`src/rtl/signed_bcd_pkg.sv`:
```
// Shared types and constants for the signed 8-bit to 3-digit BCD converter.
// Optional build macro: LEADING_ZERO_BLANK_EN (leading-zero blanking mask).
package signed_bcd_pkg;

  // Number of shift/add-3 iterations, one per magnitude bit.
  localparam int N_ITER  = 8;
  // Width of one BCD digit.
  localparam int DIGIT_W = 4;
  // Iteration counter width; holds 0..N_ITER-1.
  localparam int CNT_W   = 4;
  // Counter value during the final shift cycle.
  localparam logic [CNT_W-1:0] LAST_CNT = CNT_W'(N_ITER - 1);

  // Controller states. SHIFT covers the whole conversion.
  typedef enum logic [1:0] {
    IDLE  = 2'd0,
    SHIFT = 2'd1,
    DONE  = 2'd2
  } state_e;

endpackage

```
`src/rtl/signed_bcd_ctrl_if.sv`:
```
// Request/result bundle for signed_bcd_ctrl.
//
// Handshake: start is a request that the block accepts only while it is
// idle (busy=0, done=0, rst=0); din is sampled on the accepting edge only.
// A start seen at any other time is dropped, never queued. done is a
// one-cycle pulse; sign/hundreds/tens/ones/blank are valid from that cycle
// and hold until the next done.
interface signed_bcd_ctrl_if;
  import signed_bcd_pkg::*;

  logic               start;
  logic [7:0]         din;
  logic               busy;
  logic               done;
  logic               sign;
  logic [DIGIT_W-1:0] hundreds;
  logic [DIGIT_W-1:0] tens;
  logic [DIGIT_W-1:0] ones;
  logic [2:0]         blank;

  // Requester side (drives start/din, observes results).
  modport master (
    output start, din,
    input  busy, done, sign, hundreds, tens, ones, blank
  );

  // Converter side.
  modport slave (
    input  start, din,
    output busy, done, sign, hundreds, tens, ones, blank
  );

endinterface

```
`src/rtl/signed_bcd_ctrl_add3.sv`:
```
// Double-dabble digit correction: add 3 to a BCD digit that is 5 or more so
// that the following left shift carries correctly into the next digit.
module add3
  import signed_bcd_pkg::*;
(
  input  logic [DIGIT_W-1:0] din,
  output logic [DIGIT_W-1:0] dout
);

  // Pure combinational correction.
  always_comb begin
    dout = din;
    if (din >= DIGIT_W'(5)) begin
      dout = din + DIGIT_W'(3);
    end
  end

endmodule

```
`src/rtl/signed_bcd_ctrl.sv`:
```
// signed_bcd_ctrl: converts an 8-bit two's-complement sample into a sign bit
// and three BCD digits of its magnitude using an 8-cycle double-dabble.
// Build macro LEADING_ZERO_BLANK_EN enables the leading-zero blank mask;
// without it, blank is tied to 3'b000.
module signed_bcd_ctrl
  import signed_bcd_pkg::*;
(
  input  logic               clk,
  input  logic               rst,
  signed_bcd_ctrl_if.slave   bus,
  output state_e             dbg_state
);

  state_e               state_q;
  state_e               state_d;

  // Working registers for the conversion in flight.
  logic                 sign_lat_q;
  logic [7:0]           mag_q;
  logic [3*DIGIT_W-1:0] scratch_q;
  logic [CNT_W-1:0]     cnt_q;

  // Result registers, updated only when a conversion completes.
  logic                 sign_q;
  logic [DIGIT_W-1:0]   hund_q;
  logic [DIGIT_W-1:0]   tens_q;
  logic [DIGIT_W-1:0]   ones_q;
  logic [2:0]           blank_q;

  // Corrected digits and the shifted scratch/magnitude pair.
  logic [DIGIT_W-1:0]   corr_h;
  logic [DIGIT_W-1:0]   corr_t;
  logic [DIGIT_W-1:0]   corr_o;
  logic [3*DIGIT_W+7:0] shifted;
  logic [3*DIGIT_W-1:0] scratch_nxt;
  logic [7:0]           mag_nxt;
  logic [2:0]           blank_nxt;
  logic [7:0]           din_mag;
  logic                 accept;
  logic                 last_shift;

  add3 u_add3_h (.din(scratch_q[3*DIGIT_W-1:2*DIGIT_W]), .dout(corr_h));
  add3 u_add3_t (.din(scratch_q[2*DIGIT_W-1:DIGIT_W]),   .dout(corr_t));
  add3 u_add3_o (.din(scratch_q[DIGIT_W-1:0]),           .dout(corr_o));

  // Correct first, then shift the whole {scratch, magnitude} pair left by one.
  always_comb begin
    shifted     = {corr_h, corr_t, corr_o, mag_q} << 1;
    scratch_nxt = shifted[3*DIGIT_W+7:8];
    mag_nxt     = shifted[7:0];
  end

  // Magnitude of the incoming sample; 8'h80 maps to 128 in 8 unsigned bits.
  always_comb begin
    din_mag = bus.din;
    if (bus.din[7]) begin
      din_mag = ~bus.din + 8'd1;
    end
  end

  // Blank mask for the digits about to be published.
  always_comb begin
    blank_nxt = 3'b000;
`ifdef LEADING_ZERO_BLANK_EN
    blank_nxt[2] = (scratch_nxt[3*DIGIT_W-1:2*DIGIT_W] == '0);
    blank_nxt[1] = (scratch_nxt[3*DIGIT_W-1:2*DIGIT_W] == '0) &&
                   (scratch_nxt[2*DIGIT_W-1:DIGIT_W] == '0);
    blank_nxt[0] = 1'b0;
`endif
  end

  assign accept     = (state_q == IDLE) && bus.start;
  assign last_shift = (state_q == SHIFT) && (cnt_q == LAST_CNT);

  // Next-state logic: IDLE -> SHIFT on start, 8 shifts, one DONE cycle.
  always_comb begin
    state_d = state_q;
    case (state_q)
      IDLE:    if (bus.start) state_d = SHIFT;
      SHIFT:   if (cnt_q == LAST_CNT) state_d = DONE;
      DONE:    state_d = IDLE;
      default: state_d = IDLE;
    endcase
  end

  // State register; reset wins over a coincident start.
  always_ff @(posedge clk) begin
    if (rst) begin
      state_q <= IDLE;
    end else begin
      state_q <= state_d;
    end
  end

  // Conversion datapath: load on accept, shift while in SHIFT.
  always_ff @(posedge clk) begin
    if (rst) begin
      sign_lat_q <= 1'b0;
      mag_q      <= '0;
      scratch_q  <= '0;
      cnt_q      <= '0;
    end else if (accept) begin
      sign_lat_q <= bus.din[7];
      mag_q      <= din_mag;
      scratch_q  <= '0;
      cnt_q      <= '0;
    end else if (state_q == SHIFT) begin
      mag_q      <= mag_nxt;
      scratch_q  <= scratch_nxt;
      cnt_q      <= cnt_q + CNT_W'(1);
    end
  end

  // Result registers: published on the edge of the final shift, held otherwise.
  always_ff @(posedge clk) begin
    if (rst) begin
      sign_q  <= 1'b0;
      hund_q  <= '0;
      tens_q  <= '0;
      ones_q  <= '0;
      blank_q <= 3'b000;
    end else if (last_shift) begin
      sign_q  <= sign_lat_q;
      hund_q  <= scratch_nxt[3*DIGIT_W-1:2*DIGIT_W];
      tens_q  <= scratch_nxt[2*DIGIT_W-1:DIGIT_W];
      ones_q  <= scratch_nxt[DIGIT_W-1:0];
      blank_q <= blank_nxt;
    end
  end

  // Status and result outputs.
  always_comb begin
    bus.busy     = (state_q == SHIFT);
    bus.done     = (state_q == DONE);
    bus.sign     = sign_q;
    bus.hundreds = hund_q;
    bus.tens     = tens_q;
    bus.ones     = ones_q;
    bus.blank    = blank_q;
    dbg_state    = state_q;
  end

endmodule

```
`src/flat_wrapper.sv`:
```
// flat-port wrapper written by rule: the top's interface ports become plain ports
module signed_bcd_ctrl_flat import signed_bcd_pkg::*;
  (clk, rst, dbg_state, bus_start, bus_din, bus_busy, bus_done, bus_sign, bus_hundreds, bus_tens, bus_ones, bus_blank);
  signed_bcd_ctrl_if bus_i ();
  input  logic clk;
  input  logic rst;
  output state_e dbg_state;
  input wire logic [$bits(bus_i.start)-1:0] bus_start;
  input wire logic [$bits(bus_i.din)-1:0] bus_din;
  output wire logic [$bits(bus_i.busy)-1:0] bus_busy;
  output wire logic [$bits(bus_i.done)-1:0] bus_done;
  output wire logic [$bits(bus_i.sign)-1:0] bus_sign;
  output wire logic [$bits(bus_i.hundreds)-1:0] bus_hundreds;
  output wire logic [$bits(bus_i.tens)-1:0] bus_tens;
  output wire logic [$bits(bus_i.ones)-1:0] bus_ones;
  output wire logic [$bits(bus_i.blank)-1:0] bus_blank;
  assign bus_i.start = bus_start;
  assign bus_i.din = bus_din;
  assign bus_busy = bus_i.busy;
  assign bus_done = bus_i.done;
  assign bus_sign = bus_i.sign;
  assign bus_hundreds = bus_i.hundreds;
  assign bus_tens = bus_i.tens;
  assign bus_ones = bus_i.ones;
  assign bus_blank = bus_i.blank;
  signed_bcd_ctrl u_core (.clk(clk), .rst(rst), .bus(bus_i), .dbg_state(dbg_state));
endmodule
```
`config.mk`:
```
export PLATFORM = sky130hd
export DESIGN_NAME = signed_bcd_ctrl_flat
export DESIGN_NICKNAME = d
export VERILOG_FILES = /design/src/rtl/signed_bcd_pkg.sv /design/src/rtl/signed_bcd_ctrl_if.sv /design/src/rtl/signed_bcd_ctrl_add3.sv /design/src/rtl/signed_bcd_ctrl.sv /design/src/flat_wrapper.sv
export SDC_FILE = /design/constraint.sdc
export NUM_CORES = 1
export LEC_CHECK = 0
export CAP_MARGIN = 5
export CORE_AREA = 8 8 88 98
export CTS_CLUSTER_DIAMETER = 120
export DETAILED_ROUTE_END_ITERATION = 8
export DIE_AREA = 0 0 96 106
export PLACE_DENSITY = 0.53
export SLEW_MARGIN = 25
export SYNTH_ARGS = -nofsm -noshare
export SYNTH_HDL_FRONTEND = slang
export SYNTH_HIERARCHICAL = 1
export SYNTH_SLANG_ARGS = --single-unit
```
`constraint.sdc`:
```
create_clock -name clk -period 1.9 [get_ports clk]
set_input_delay 0.285 -clock clk [delete_from_list [all_inputs] [get_ports clk]]
set_output_delay 0.285 -clock clk [all_outputs]
set_load 0.02 [all_outputs]
```
======== Word-level counts from Yosys, hierarchy flattened ========
Index checks and enable logic that the tools add are counted.
operators by class
  bitwise operators ....................... 1
  reductions and logical operators ........ 6
  equal/unequal tests ..................... 5
  magnitude comparators ................... 3
  add/subtract/negate cells ............... 5
  mux-type cells .......................... 9
operators with widths
  kind                   number
  $mux W8                3
  $ge A4 B3 Y1 const B   3
  $add A4 B2 Y4 const B  2
  $add A8 B1 Y8 const B  1
  $mux W4                2
  $not A8 Y8             1
  $add A4 B1 Y4 const B  1
  $eq A4 B3 Y1 const B   1
  $mux W2                2
  $pmux W2 S2            1
  $add A3 B2 Y3 const B  1
  $mux W3                1
  $eq A2 B1 Y1 const B   1
  $eq A2 B2 Y1 const B   1
  $logic_and A1 B1 Y1    2
  $logic_not A2 Y1       1
  $ne A2 B1 Y1 const B   1
  $ne A2 B2 Y1 const B   1
  $reduce_and A2 Y1      1
  $reduce_bool A2 Y1     1
  $reduce_or A2 Y1       1
word-level totals
  output and inout port bits .............. 20
  word-level logic and storage cells ...... 38
  bits of input ports ..................... 11
  flip-flop bits (word level) ............. 40

======== Longest topological paths before layout ========
Gate-level depths: netlist of run 1.
  word-level depth ........................ 4
  depth in mapped cells ................... 7

======== Modules after synthesis ========
Netlist of run 1, hierarchy kept.
by module, submodules not included
  module           cells each  area an instance (um^2)  sequential area each (um^2)  instances
  signed_bcd_ctrl  184         1652.8                   800.8                        1
  add3             16          101.3                    0.0                          3

======== Worst setup path before layout of run 1 ========
OpenSTA, ideal clock, no wires.
  path kind ............................... register to register
  start point ............................. register u_core.state_q[1], in the netlist u_core/dbg_state[1]
  end point ............................... register u_core.mag_q[2]
  stages on the path, launching flop included .. 6
  slack ................................... 0.487 ns
  buffers on the path ..................... 1
  period minus slack after synthesis ...... 1.413 ns
  data arrival time ....................... 1.285 ns
  cells stage by stage .................... dfxtp_1 > nand2b_4 > inv_2 > buf_4 > a222oi_1 > nor2_1
between the ends
  cells in the longest elaborated chain, start to end .. 3
RTL lines
  element                                        line                    text
  start, declared                                signed_bcd_ctrl.sv:14   state_e state_q;
  start signal, assigned                         signed_bcd_ctrl.sv:91   state_q <= state_d;
  $logic_not A2 Y1                               signed_bcd_ctrl.sv:72   assign accept = (state_q == IDLE) && bus.start;
  $logic_and A1 B1 Y1                            signed_bcd_ctrl.sv:72
  $mux W8 or $reduce_bool A2 Y1 (tied branches)  -
  end signal, assigned                           signed_bcd_ctrl.sv:104  mag_q <= din_mag;
  end signal, assigned                           signed_bcd_ctrl.sv:108  mag_q <= mag_nxt;
  end, declared                                  signed_bcd_ctrl.sv:19   logic [7:0] mag_q;
Parallel ways exist; a longest one is shown, timed or not.
A chain may end at the register's enable or synchronous reset.

======== Worst setup path after layout of run 1 ========
  start point ............................. register u_core.state_q[1], in the netlist u_core/dbg_state[1]
  end point ............................... output port dbg_state[1]
RTL lines
  element        line               text
  end, declared  flat_wrapper.sv:7  output state_e dbg_state;
No word-level cell between the ends.

==> results of run 1 <==
## stage by stage
stage                     power [uW]  util [%]  instances  hold WS (ns)  setup WS [ns]
after floorplan                 1010         -        230         0.364          0.487
after global placement          1080      32.8        345         0.450         0.0714
after detailed placement        1080      32.8        345         0.458         0.0438
after CTS                       1670      34.1        353         0.469         0.0365
after global routing            1730      34.2        353         0.489          0.129
final                           1640      34.2        353         0.463          0.219
## worst register-to-register path: cells and delay by family (launching register included)
family                   cells  cell delay [ns]
flip-flops                   1             0.36
multiplexers                 1             0.25
AND/OR/NAND/NOR              3             0.66
adder cells (fa/ha/maj)      1             0.18
## how the worst max path moves through the flow
stage	slack (ns)	cells past startpoint	endpoint	start
after floorplan	0.49	5	u_core/mag_q[2]	u_core/dbg_state[1]
after global placement	0.07	5	u_core/bus.tens[1]	u_core/cnt_q[1]
after detailed placement	0.04	7	u_core/mag_q[2]	bus_din[1]
after CTS	0.04	3	bus_done	u_core/dbg_state[1]
after global routing	0.13	2	dbg_state[1]	u_core/dbg_state[1]
final	0.22	2	dbg_state[1]	u_core/dbg_state[1]
## state kept, by name (all words and copies together) (netlist names)
| name | flops |
|---|---|
| u_core/bus.sign | 1 |
| u_core/sign_lat_q | 1 |
| u_core/bus.hundreds | 4 |
| u_core/bus.ones | 4 |
| u_core/bus.tens | 4 |
| u_core/cnt_q | 4 |
| u_core/dbg_state | 2 |
| u_core/scratch_q | 12 |
| u_core/mag_q | 8 |
## power breakdown
part           switching [uW]  total (uW)  internal, uW  leakage (uW)
logic                     103         187          83.4      0.000551
registers                15.1         874           859      0.000325
clock network             284         581           296     0.0000455
## area by class of cell
class | instances | area, um^2 | area share, %
well taps | 87 | 109 | 4.46
clock buffers | 8 | 90.1 | 3.69
inverters | 10 | 37.5 | 1.54
multi-input cells | 168 | 1030 | 42.3
flip-flops and latches | 40 | 802 | 32.9
repair buffers | 40 | 369 | 15.1
## layer usage
metal | GRT usage [%] | share of wire, % | up-vias
met4 | 4.18 | 1.0 | 0
met5 | 0 | 0 | -
li1 | - | - | 833
met2 | 14.9 | 48 | 29
met3 | 3.03 | 4.7 | 2
met1 | 10.2 | 47 | 716
## repair_timing
item / 4_1_cts / 5_1_grt
gates cloned: 0 / 0
gates resized for setup: 2 / 2
endpoints found under the setup margin: 1 / 14
==> metrics, run 1 <==
cts hold-fix bufs=0; Worst-Margin Slew=0.534 ns; Avg Cell Area, Syn=8.49 um^2; CTS sink cnt=40; initial core utilization=27.1%; depth of the worst register-to-register path=5; GP Congestion=0.738; First-pass DRT Iterations=4; DRC viols=0; Hold EP=u_core/scratch_q[9]; crit-path cells=buf_4 -> clkdlybuf4s50_1; CTS buffer count=5; core box area=7140 um^2; # nets final=284; drt first-iter violations=93; Detail Route Antenna Nets=0; outcome=complete, no violations; Worst R2R Start=u_core/cnt_q[1]; Clock Path Buffers=2; WP data required=1.62 ns; max-cap check violation count=0; CTS H-tree depth=2; via count=1580; fin. max-slew vios=0; clock latency on the worst-skew pair=0.29 ns; Routed wire per std cell=12.2 um; most frequent cells in the layout=41 x nand2_1, 39 x dfxtp_1, 28 x nor2_1; clk slew on worst S/H paths=0.08 ns; Hold Violations, Final=0; fillcell total=769; Setup violations, final=0; leading cell type in the layout, fill and taps excluded=nand2_1; FP Rows=33; post-layout minimum cycle time=1.68 ns; IO Port Bufs=27; chip width=96 um; Rel. slew slack=64.3%; Max VDD drop=0.240 mV; hold path startpoint=u_core/scratch_q[9]; initial antenna violation count=0; unrepaired setup endpoints after global routing=no; Routed WL=4310 um; vias in the first global route=1604; R2R Setup Slk=0.35 ns; critical path's slowest cell=clkdlybuf4s50_1; largest net degree at the start of global routing=22; Post-DP HPWL=3140 um; Final Skew=0.00574 ns; Ant. Diodes=0; CP Launch Type=flip-flop; area post-placement=2340 um^2; CP peak stage delay=0.62 ns; CTS tree=built; Die ar.=10200 um^2; Root Driver=clkbuf_8; setup TNS=0 ns; Cell Pwr Density=672 nW/um^2; WP data arrival=1.40 ns; Ys Warns=6; share of cells above drive strength 1=10.9%; Tot GR Track Use=9.03%; HP Class=flip-flop to flip-flop; Overflow after GRT=0; Area Overhead vs Synth=26.0%; achievable frequency=0.595 GHz; RR Endpoint=u_core/bus.tens[3]; fin area=2440 um^2; die height=106 um; first-pass GRT wire length=7290 um; CP endpoint kind=primary output; # Post-CTS Setup Buffers=0; CP bufs+invs=2; cells after synthesis=228; delay-heaviest family, CP=buffers and inverters; crit-path max FO=8; vias per cell=4.48; post-synthesis cell area=1940 um^2; CP Class=flip-flop to primary output; Hold Path Stages=2; I/O pin total=31; leakage power=0.000921 uW; final worst-path cycle share=88.5%
Note: power is estimated with default switching activity, not from simulation.
==> run 2: changes to the inputs <==
--- a/config.mk
+++ b/config.mk
@@ -6,10 +6,10 @@
 export NUM_CORES = 1
 export LEC_CHECK = 0
 export CAP_MARGIN = 5
-export CORE_AREA = 8 8 88 98
+export CORE_AREA = 2 2 82 92
 export CTS_CLUSTER_DIAMETER = 120
 export DETAILED_ROUTE_END_ITERATION = 8
-export DIE_AREA = 0 0 96 106
+export DIE_AREA = 0 0 84 94
 export PLACE_DENSITY = 0.53
 export SLEW_MARGIN = 25
 export SYNTH_ARGS = -nofsm -noshare
==> constraint.sdc (replaced) <==
create_clock -name clk -period 1.72 [get_ports clk]
set_input_delay 0.258 -clock clk [delete_from_list [all_inputs] [get_ports clk]]
set_output_delay 0.258 -clock clk [all_outputs]
set_load 0.02 [all_outputs]
==> metrics, run 2 (synthesized netlist as in run 1, its figures left out) <==
outcome=complete, no violations; vias in the first global route=1436; leakage power=0.000922 uW; I/O pin total=31; Die ar.=7900 um^2; top flop regs=u_core/scratch_q (12), u_core/mag_q (8); vias per cell=4.54; leading cell type in the layout, fill and taps excluded=nand2_1; achievable frequency=0.599 GHz; CTS buffer count=5; crit-path max FO=7; # nets final=286; crit-path cells=buf_4 -> clkdlybuf4s50_1; final worst-path cycle share=97.1%; fin. max-slew vios=0; RR Endpoint=u_core/scratch_q[2]; FP Rows=32; DRC viols=0; worst hold slack=0.457 ns; unrepaired setup endpoints after global routing=no; Ant. Diodes=0; clock share of power=35.6%; fillcell total=738; Clock Path Buffers=2; Worst R2R Start=u_core/scratch_q[1]; CP peak stage delay=0.61 ns; clock latency on the worst-skew pair=0.29 ns; cts hold-fix bufs=0; top routing layer used=met4; switching share of power=25.1%; HP Class=flip-flop to flip-flop; Max VDD drop=0.278 mV; CTS tree=built; WP data arrival=1.41 ns; First-pass DRT Iterations=4; via count=1602; critical path's slowest cell=clkdlybuf4s50_1; GP Congestion=0.759; sequential share of power=52.7%; depth of the worst register-to-register path=7; core box area=6930 um^2; first-pass GRT wire length=6910 um; Routed wire per std cell=12.0 um; R2R Setup Slk=0.21 ns; Root Driver=clkbuf_8; chip width=84 um; # Post-CTS Setup Buffers=0; hold path startpoint=u_core/scratch_q[9]; max reg flops=12; Cell Pwr Density=747 nW/um^2; largest net degree at the start of global routing=22; CP Launch Type=flip-flop; CP Class=flip-flop to primary output; WP data required=1.46 ns; Hold EP=u_core/scratch_q[9]; Routed WL=4230 um; Hold Violations, Final=0; CTS resizes=3; IO Port Bufs=27; die height=94 um; footprint of the multi-input gates=1030 um^2; Post-DP HPWL=2910 um; fin area=2460 um^2; CTS sink cnt=40; setup TNS=0 ns; drt first-iter violations=77; clk slew on worst S/H paths=0.08 ns; Pwr Total=1830 uW; Overflow after GRT=0; Setup violations, final=0; CTS H-tree depth=2; Logic pwr share=11.7%; Post-Route Utilization=35.5%; Pint=1370 uW; initial core utilization=28.0%; WL met2=1900 um; max-cap check violation count=0; Largest Register=u_core/scratch_q; share of cells above drive strength 1=11.6%; Worst Setup SP=u_core/dbg_state[1]; met3 wire length=161 um; area post-placement=2370 um^2; Psw=460 uW; CP endpoint kind=primary output; Detail Route Antenna Nets=0; met1 WL=2100 um; Area Overhead vs Synth=26.9%; Tot GR Track Use=11.1%; post-layout minimum cycle time=1.67 ns; Final Skew=0.00206 ns; Hold Path Stages=2; initial antenna violation count=0; register area=802 um^2; most frequent cells in the layout=41 x nand2_1, 39 x dfxtp_1, 28 x nor2_1
==> run 2: cell type report <==
| type | count | area share (%) |
|---|---|---|
| Multi-Input combinational cell | 168 | 41.9 |
| Inverter | 10 | 1.53 |
| Clock buffer | 8 | 3.67 |
| Timing Repair Buffer | 42 | 16.0 |
| Sequential cell | 40 | 32.6 |
| Tap cell | 85 | 4.33 |
==> run 2: worst max-delay path, delay by kind of cell (launching register included) <==
| family | cells | cell delay, ns |
|---|---|---|
| buffers and inverters | 2 | 0.77 |
| flip-flops | 1 | 0.35 |
==> run 2: through the flow <==
step                worst slack (ns)  cells
finish                        0.0503    353
global route                 0.00294    353
CTS                           0.0344    353
detailed placement            -0.128    345
global placement             -0.0823    345
floorplan                      0.307    230
==> run 2: power by group through the flow <==
stage / Combinational, uW / Sequential, uW / Clock, uW
after floorplan: 128 / 985 / 0
after global placement: 218 / 988 / 0
after detailed placement: 219 / 988 / 0
after CTS: 218 / 967 / 678
after global routing: 237 / 970 / 713
final: 215 / 967 / 653
==> run 2: worst max-delay path by stage <==
stage               slack (ns)  cells after the start              end
finish                    0.05                      2     dbg_state[1]
global placement         -0.08                      7  u_core/mag_q[2]
detailed placement       -0.13                      7  u_core/mag_q[2]
floorplan                 0.31                      5  u_core/mag_q[2]
global route             0.003                      2     dbg_state[1]
CTS                       0.03                      2     dbg_state[1]
==> run 2: routing by layer <==
layer	GRT usage [%]	vias to the layer above
met2	17.8	32
li1	-	833
met3	2.99	5
met5	0	-
met1	13.9	732
met4	5.24	0
